## config.mk

```make
export PLATFORM = sky130hd
export DESIGN_NAME = exu_wb_arb
export DESIGN_NICKNAME = d
export VERILOG_FILES = /design/src/rtl/exu_wb_arb.sv
export SDC_FILE = /design/constraint.sdc
export NUM_CORES = 1
export LEC_CHECK = 0
export ABC_CLOCK_PERIOD_IN_PS = 7700
export BUFFER_PORTS_ARGS = -buffer_cell sky130_fd_sc_hd__buf_4
export CAP_MARGIN = 20
export CORE_ASPECT_RATIO = 1.1
export CORE_MARGIN = 3
export CORE_UTILIZATION = 50
export DETAILED_ROUTE_END_ITERATION = 8
export PLACE_DENSITY = 0.77
export SKIP_CTS_REPAIR_TIMING = 1
export SYNTH_ARGS = -nofsm -noshare
export SYNTH_HDL_FRONTEND = slang
export SYNTH_SLANG_ARGS = --single-unit
```

## constraint.sdc

```tcl
create_clock -name i_clk -period 7.7 [get_ports i_clk]
set_input_delay 1.54 -clock i_clk [delete_from_list [all_inputs] [get_ports i_clk]]
set_output_delay 1.54 -clock i_clk [all_outputs]
set_load 0.02 [all_outputs]
```

## src/rtl/exu_wb_arb.sv

```systemverilog
// Writeback arbiter: per-unit result FIFOs drained round-robin into one
// registered register-file write port, with backpressure and pending-rd mask.
module exu_wb_arb #(
  parameter int XLEN    = 32,
  parameter int NUM_REQ = 5,
  parameter int DEPTH   = 2
) (
  input  logic                    i_clk,
  input  logic                    i_rst,
  input  logic [NUM_REQ-1:0]      i_req_valid,
  input  logic [NUM_REQ*XLEN-1:0] i_req_data,
  input  logic [NUM_REQ*5-1:0]    i_req_rd_addr,
  output logic [NUM_REQ-1:0]      o_req_ready,
  output logic [XLEN-1:0]         o_wb_data,
  output logic [4:0]              o_wb_rd_addr,
  output logic                    o_wb_rd_wr_en,
  output logic [2:0]              o_wb_src,
  output logic [31:0]             o_pend_mask,
  output logic                    o_arb_busy
);

  localparam int AW = $clog2(DEPTH);
  localparam int CW = AW + 1;

  logic [XLEN-1:0] r_data [NUM_REQ][DEPTH];
  logic [4:0]      r_rd   [NUM_REQ][DEPTH];
  logic [AW-1:0]   r_wptr [NUM_REQ];
  logic [AW-1:0]   r_rptr [NUM_REQ];
  logic [CW-1:0]   r_cnt  [NUM_REQ];
  logic [2:0]      r_lastGrant;
  logic [XLEN-1:0] r_wbData;
  logic [4:0]      r_wbRd;
  logic            r_wbWrEn;
  logic [2:0]      r_wbSrc;

  logic [NUM_REQ-1:0] w_nonEmpty;
  logic [NUM_REQ-1:0] w_push;
  logic [NUM_REQ-1:0] w_pop;
  logic               w_grantValid;
  logic [2:0]         w_grantIdx;
  logic [XLEN-1:0]    w_headData;
  logic [4:0]         w_headRd;
  logic [31:0]        w_pendMask;

  // Ready looks only at the registered count: a full FIFO refuses even when it is popped this cycle.
  always_comb begin
    for (int i = 0; i < NUM_REQ; i++) begin
      w_nonEmpty[i]  = (r_cnt[i] != '0);
      o_req_ready[i] = (r_cnt[i] != CW'(DEPTH));
      w_push[i]      = i_req_valid[i] & o_req_ready[i];
      w_pop[i]       = w_grantValid && (w_grantIdx == 3'(i));
    end
  end

  always_comb begin
    logic [2:0] idx;
    w_grantValid = 1'b0;
    w_grantIdx   = '0;
    idx          = '0;
    for (int k = 1; k <= NUM_REQ; k++) begin
      idx = 3'((int'(r_lastGrant) + k) % NUM_REQ);
      if (!w_grantValid && w_nonEmpty[idx]) begin
        w_grantValid = 1'b1;
        w_grantIdx   = idx;
      end
    end
  end

  assign w_headData = r_data[w_grantIdx][r_rptr[w_grantIdx]];
  assign w_headRd   = r_rd[w_grantIdx][r_rptr[w_grantIdx]];

  // x0 destinations never need a hazard stall, so they are left out of the mask.
  always_comb begin
    logic [AW-1:0] slot;
    w_pendMask = '0;
    slot       = '0;
    for (int i = 0; i < NUM_REQ; i++) begin
      for (int k = 0; k < DEPTH; k++) begin
        if (CW'(k) < r_cnt[i]) begin
          slot = r_rptr[i] + AW'(k);
          if (r_rd[i][slot] != 5'd0) begin
            w_pendMask[r_rd[i][slot]] = 1'b1;
          end
        end
      end
    end
  end

  always_ff @(posedge i_clk) begin
    for (int i = 0; i < NUM_REQ; i++) begin
      if (w_push[i]) begin
        r_data[i][r_wptr[i]] <= i_req_data[i*XLEN +: XLEN];
        r_rd[i][r_wptr[i]]   <= i_req_rd_addr[i*5 +: 5];
      end
    end
  end

  always_ff @(posedge i_clk) begin
    if (i_rst) begin
      for (int i = 0; i < NUM_REQ; i++) begin
        r_wptr[i] <= '0;
        r_rptr[i] <= '0;
        r_cnt[i]  <= '0;
      end
      r_lastGrant <= 3'(NUM_REQ - 1);
      r_wbData    <= '0;
      r_wbRd      <= '0;
      r_wbWrEn    <= 1'b0;
      r_wbSrc     <= '0;
    end else begin
      for (int i = 0; i < NUM_REQ; i++) begin
        if (w_push[i]) r_wptr[i] <= r_wptr[i] + AW'(1);
        if (w_pop[i])  r_rptr[i] <= r_rptr[i] + AW'(1);
        r_cnt[i] <= r_cnt[i] + CW'(w_push[i]) - CW'(w_pop[i]);
      end
      if (w_grantValid) begin
        r_lastGrant <= w_grantIdx;
        r_wbData    <= w_headData;
        r_wbRd      <= w_headRd;
        r_wbWrEn    <= (w_headRd != 5'd0);
        r_wbSrc     <= w_grantIdx;
      end else begin
        r_wbWrEn <= 1'b0;
      end
    end
  end

  assign o_wb_data     = r_wbData;
  assign o_wb_rd_addr  = r_wbRd;
  assign o_wb_rd_wr_en = r_wbWrEn;
  assign o_wb_src      = r_wbSrc;
  assign o_pend_mask   = w_pendMask;
  assign o_arb_busy    = |w_nonEmpty;

endmodule

```

==> impl_results.md, run 1 <==
* Status: complete, no violations
* Peak Freq at approximately 140 MHz
* Vias at 19456
* Yosys top cell area share at between 50 and 60%
* Vias in the first global route at 18554
* Row count at 80
* Post-layout min period at between 7 and 8 ns
* Worst Setup End Kind: flop
* Skew final at 0.0189 ns
* Sum of negative setup slack at 0 ns
* R2r setup slk at about 0.66 ns
* Worst-Skew Late Latency at 0.57 ns
* Filler cells at between 3000 and 4000
* R2R depth at 21
* Mean Syn Cell Area at roughly 11 µm²
* Area Growth Syn to Fin at 17.4%
* Distinct cells, synth at 88
* # IOs at approximately 270
* First-pass GRT wire length at between 100000 and 150000 µm
* ANT nets after route at 0
* Worst EP arrival at ~7.5 ns
* Maximum Capacitance Violations at 0
* Sequential Area at ~12000 µm²
* DRC Markers at 0
* Leading post-synthesis cells by cell area: edfxtp_1, nand2_1, dfxtp_1
* Clock-pin transition on the worst setup and hold timing paths at about 0.060 ns
* Asr flop ratio synth at 0%
* Max_slew headroom at a little under a quarter
* Dominant cell type by area after synthesis: edfxtp_1
* Die width at around 210 µm
* 1st-pass router iterations at 8
* Critical Path Start Type: flop
* Worst EP required at around 8.2 ns
* Starting Density at between 50% and 60%
* Post-Synthesis Cell Area at ~22000 µm²
* Total GRT Usage at roughly a third
* Crit path kind: flop to flop
* Hold crit path type: flop to flop
* Placer Congestion at ~1.0
* Hpwl dp at 55000 µm
* Met2 Use GR at ~53%
* TritonCTS clock tree: built
* DR WL/cell at 27.0 µm
* Largest net degree at the start of global routing at between 90 and 100
* Worst-Margin Slew at around 1.1 ns
* Syn. warnings at 0
* Htree depth at 2
* Cells after Synth at roughly 2100
* Via density at ~6.6
* Routed WL at approximately 80000 µm
* Num Clock Sinks at roughly 430
* Multi-input gate area at 9250 µm²
* Synthesis-stage register bit count at 432
* Count leader, synth: nand2_1
* Cts bufs inserted at 43
* Total grt overflow at 0
* Syn_nets at 2364
* Final Hold Fails at 0
* Deepest clock path buffer count at 3
* Setup violators final at 0
* Root Driver: clkbuf_16
* Most frequent cells after synthesis: nand2_1, edfxtp_1, o22ai_1
* RSZ-0062 raised after global routing: false
* Post-synth top flop: edfxtp_1
* Hold depth at 2
* Final #Nets at approximately 2600
* Iter 0 DRT Violations at between 2000 and 2500
* Core area at 43900 µm²
* Layout Cell Area excl Fill at between 20000 and 30000 µm²
* Die height at roughly 230 µm
* Final Slew Violations at 0
* Number of port buffers at 269
* Initial antenna violation count at 4
* Max FO, Critical Path at 26
* Final worst-path cycle share at roughly nine tenths
* DIE AREA at between 40000 and 50000 µm²
* Number of synthesized flops with an enable pin at 380
* GRT Max-Usage Layer: met2
* Placed cell areas at around 25000 µm²
* Share of cells above drive strength 1 at between 10% and 20%
* Sequential-to-total area share from yosys stat at between 50 and 60%
* Grt met1 use at about two fifths
* GR Util met3 at just under 8%
## state kept, by name (all words and copies together), names as in the netlist
name / count
r_cnt: 10
r_lastGrant: 3
o_wb_src: 1
o_wb_rd_wr_en: 1
r_rd: 50
o_wb_rd_addr: 5
r_wptr: 5
r_rptr: 5
o_wb_data: 32
r_data: 320
## worst max-delay path, stage by stage (launching register included)
cell	delay, ns
dfxtp_1	0.83
inv_1	0.27
ha_1	0.54
o21a_1	0.22
a21oi_1	0.06
xnor2_1	0.25
ha_1	0.23
fa_1	0.19
a21boi_1	0.31
a31oi_1	0.21
or3_1	0.38
a31oi_1	0.23
o211ai_1	0.16
a211oi_1	0.32
nand4_1	0.37
o22a_4	0.39
a221oi_2	0.35
a211o_2	0.62
buf_4	0.36
nand2_1	0.09
a311o_1	0.38
a21oi_1	0.17
## routing by layer
| layer | vias to the layer above | part of all wire [%] | wire length (µm) |
|---|---|---|---|
| met5 | - | 0.016 | 13 |
| met3 | 249 | 10 | 8180 |
| met2 | 1157 | 47 | 37500 |
| met1 | 9518 | 38 | 30400 |
| li1 | 8530 | - | - |
| met4 | 2 | 4.7 | 3710 |
## final cells by class
type,count,area share (%)
antenna,4,0.0379
clock buffer,60,4.36
sequential,432,47.2
clock inverter,20,0.740
timing repair buffer,305,8.96
tap,574,2.72
multi-input combinational,1499,35.1
inverter,66,0.939
## kinds of logic (layout without fill, tap and decap cells)
logic type,Yosys count,count (layout),share of synthesized area [%]
muxes,62,62,2.89
buffers and inverters,204,451,3.83
xor gates and xnor gates,19,19,0.824
and+or+nand+nor,792,792,16.5
other,1,5,0.0167
DFF,432,432,55.4
AOI/OAI and AO/OA,588,588,18.5
adders and majority gates,37,37,2.09
## final timing paths
path,from,end
min reg2reg,o_wb_data[19],o_wb_data[19]
min,o_wb_data[19],o_wb_data[19]
max,r_lastGrant[2],o_wb_data[29]
max reg2reg,r_lastGrant[2],o_wb_data[29]
## metrics by stage
step	cells	hold WS, ns	setup slack [ns]	util, %
2_1_floorplan	2135	0.530	1.94	-
3_3_place_gp	2874	0.439	1.12	56.9
3_5_place_dp	2875	0.453	0.753	56.9
4_1_cts	2955	0.461	0.665	60.0
5_1_grt	2957	0.482	0.0613	60.0
6_report	2960	0.459	0.656	60.1
## placed cells by master, fill, tap and decap left out, types with 7 or more instances in the layout
cell type / instances
clkbuf_16: 43
xnor2_1: 12
a311oi_1: 35
nand3_1: 34
nor4_1: 8
edfxtp_1: 380
nand4_1: 7
mux2_2: 14
nand2_1: 389
a21oi_1: 75
a311o_1: 32
o32ai_1: 21
dfxtp_1: 52
and3b_1: 7
o21ai_1: 22
nand2b_1: 29
nor2_1: 102
clkinv_2: 10
mux2i_1: 47
o211a_1: 7
nor3b_1: 21
buf_4: 299
a211oi_1: 106
o21ai_0: 48
o22ai_1: 113
nor2b_1: 13
ha_1: 36
inv_1: 63
or4_1: 14
o221ai_1: 11
or2_2: 15
a31oi_1: 43
nor3_1: 44
and2_1: 72
clkbuf_1: 16
Power of run 1 is left out: the tool's default activity adds up to more than one toggle a clock period on the data nets, which glitch-free logic cannot reach.
==> inputs of run 2 (changes only) <==
- CELL_PAD_IN_SITES_DETAIL_PLACEMENT: not set -> 1
- CELL_PAD_IN_SITES_GLOBAL_PLACEMENT: not set -> 1
- CORE_UTILIZATION: 50 -> 46
- PLACE_DENSITY: 0.77 -> 0.87
==> run 2 against run 1 <==
Compared with the run above: hold slack about the same; count of clock-buffer cells in the layout increased by 2; fmax decreased by 3.2%; global-route usage increased by 6.0 points; flip-flop and latch count unchanged; via count increased by 6.5%; critical path depth unchanged; die area increased by 8.5%; final cell count increased by 3.2%; design area increased by 1.5%; critical endpoint is now o_wb_data[9]; setup slack got worse by 0.23 ns.
==> impl_results.md, run 2 (same netlist as run 1, synthesis figures left out) <==
* Maximum Capacitance Violations at 0 (unchanged)
* CP max-delay cell: a211oi_1
* Post-route non-filler standard cell count at 3056 (+3.2%)
* Clock-pin transition on the worst setup and hold timing paths at 0.06 ns (about the same)
* Max_slew headroom at 24.1% (+0.49 points)
* Area Growth Syn to Fin at 19.2%
* Worst-Skew Late Latency at 0.61 ns (+0.04 ns)
* Worst-Margin Slew at 1.13 ns (-0.00732 ns)
* Placed cell areas at 25200 µm² (+0.86%)
* Hold depth at 2 (unchanged)
* First-pass GRT wire length at 146000 µm (+24%)
* Hold_sp: o_wb_rd_addr[3]
* R2r setup slk at 0.42 ns (-0.23 ns)
* Starting Density at 46.8% (-4.4 points)
* Peak Freq at 137 MHz (-3.2%)
* Cts bufs inserted at 45 (+4.7%)
* Core area at 48000 µm² (+9.3%)
* Skew final at 0.0286 ns (+0.00965 ns)
* Max FO, Critical Path at 63 (+140%)
* Final #Nets at 2601 (+0.97%)
* Max FFs per register at 320 (unchanged)
* Num Clock Sinks at 432 (unchanged)
* DRC Markers at 0 (unchanged)
* R2R depth at 21 (unchanged)
* ANT nets after route at 0 (unchanged)
* Hold crit path type: flop to flop
* Filler cells at 5183 (+50%)
* # IOs at 271 (unchanged)
* Hpwl dp at 67000 µm (+22%)
* Final worst-path cycle share at 94.5% (+3.0 points)
* Htree depth at 2 (unchanged)
* DR WL/cell at 33.0 µm (+22%)
* Largest net degree at the start of global routing at 64 (-34%)
* Crit-path leading delay family: compound AO/OA/AOI/OAI gates
* FF-to-FF Start: r_lastGrant[1]
* Die width at 217 µm (+4.1%)
* Root Driver: clkbuf_16
* Die height at 238 µm (+4.1%)
* Layout Cell Area excl Fill at 26800 µm² (+1.5%)
* Worst path max stage delay at 0.81 ns (-0.02 ns)
* Via density at 6.78 (+3.2%)
* Final Hold Fails at 0 (unchanged)
* Total grt overflow at 0 (unchanged)
* Multi-input gate area at 9250 µm² (about the same)
* Sum of negative setup slack at 0 ns (unchanged)
* Crit Reg-Reg Endpoint: o_wb_data[9]
* Vias in the first global route at 21703 (+17%)
* Routed WL at 101000 µm (+26%)
* DIE AREA at 51600 µm² (+8.5%)
* Post-layout min period at 7.28 ns (+0.232 ns)
* Placer Congestion at 0.983 (-6.1%)
* Final Slew Violations at 0 (unchanged)
* Most frequent cells in the layout: nand2_1, edfxtp_1, buf_4
* Crit path kind: flop to flop
* Deepest clock path buffer count at 3 (unchanged)
* Number of port buffers at 269 (unchanged)
* 1st-pass router iterations at 5 (-3)
* Worst EP required at 8.12 ns (-0.06 ns)
* Worst Setup End Kind: flop
* Sequential Area at 12500 µm² (unchanged)
* WP buf/inv at 2 (unchanged)
* Setup violators final at 0 (unchanged)
* DP Cell Count at 2968 (+3.2%)
* RSZ-0062 raised after global routing: false
* Commonest non-fill, non-tap cell in the layout: nand2_1
* Total GRT Usage at 38.2% (+6.0 points)
* Initial antenna violation count at 1 (-3)
* Iter 0 DRT Violations at 2386 (+9.1%)
* Final design utilization at 55.8% (-4.3 points)
* Share of cells above drive strength 1 at 19.1% (+1.1 points)
* TritonCTS clock tree: built
* Status: complete, no violations
* Worst EP arrival at 7.69 ns (+0.17 ns)
* CP Cell Sequence: inv_1 -> ha_1 -> o21a_1 -> a21oi_1 -> xnor2_1 -> ha_1 -> fa_1 -> a21boi_1 -> a31oi_1 -> or3_1 -> a31oi_1 -> o211ai_1 -> a211oi_1 -> nand4_1 -> o22a_4 -> buf_4 -> a211oi_1 -> a31oi_1 -> a211oi_1 -> a311o_1 -> a21oi_1
* Vias at 20723 (+6.5%)
* Hold Path End: o_wb_rd_addr[3]
* Critical Path Start Type: flop
* Row count at 84 (+5.0%)
## run 2: changes by cell type in the layout (fill, tap and decap cells not counted), sizes merged
cell | before | now
inv | 69 | 66
clkbuf | 60 | 62
bufinv | 2 | 4
clkinvlp | 0 | 2
buf | 305 | 328
clkinv | 15 | 16
diode | 4 | 2
## run 2: area by class of cell
| type | count | area share (%) |
|---|---|---|
| inverters | 66 | 0.925 |
| diodes | 2 | 0.0187 |
| well taps | 645 | 3.01 |
| repair buffers | 328 | 9.33 |
| clock buffers | 62 | 4.70 |
| flip-flops and latches | 432 | 46.5 |
| multi-input cells | 1499 | 34.5 |
| clock inverters | 22 | 0.986 |
## run 2: per-layer routing
| layer | up-vias | track usage [%] | share of wire, % |
|---|---|---|---|
| met2 | 1411 | 63.9 | 47 |
| met5 | - | 0 | 0.013 |
| met3 | 354 | 7.96 | 9.6 |
| met1 | 10369 | 45.2 | 35 |
| li1 | 8587 | - | - |
| met4 | 2 | 23.8 | 7.5 |
## run 2: stage by stage
stage	hold WS [ns]	setup slack, ns
floorplan	0.530	1.94
global placement	0.443	1.19
detailed placement	0.448	0.782
CTS	0.456	0.604
global route	0.474	0.0462
finish	0.458	0.424
## run 2: worst min-delay path: stages (launching register included)
cell     delay [ns]
dfxtp_1        0.31
nand2_1        0.05
a21oi_1        0.05
## run 2: worst max-delay path by stage
stage	start	to	cells past startpoint
finish	r_lastGrant[1]	o_wb_data[9]	21
global route	r_lastGrant[1]	o_wb_data[0]	23
CTS	r_lastGrant[1]	o_wb_data[0]	23
detailed placement	r_lastGrant[1]	o_wb_data[0]	23
global placement	r_lastGrant[1]	o_wb_data[0]	23
floorplan	r_lastGrant[2]	r_cnt[0][1]	27
Power of run 2 is left out for the same reason.
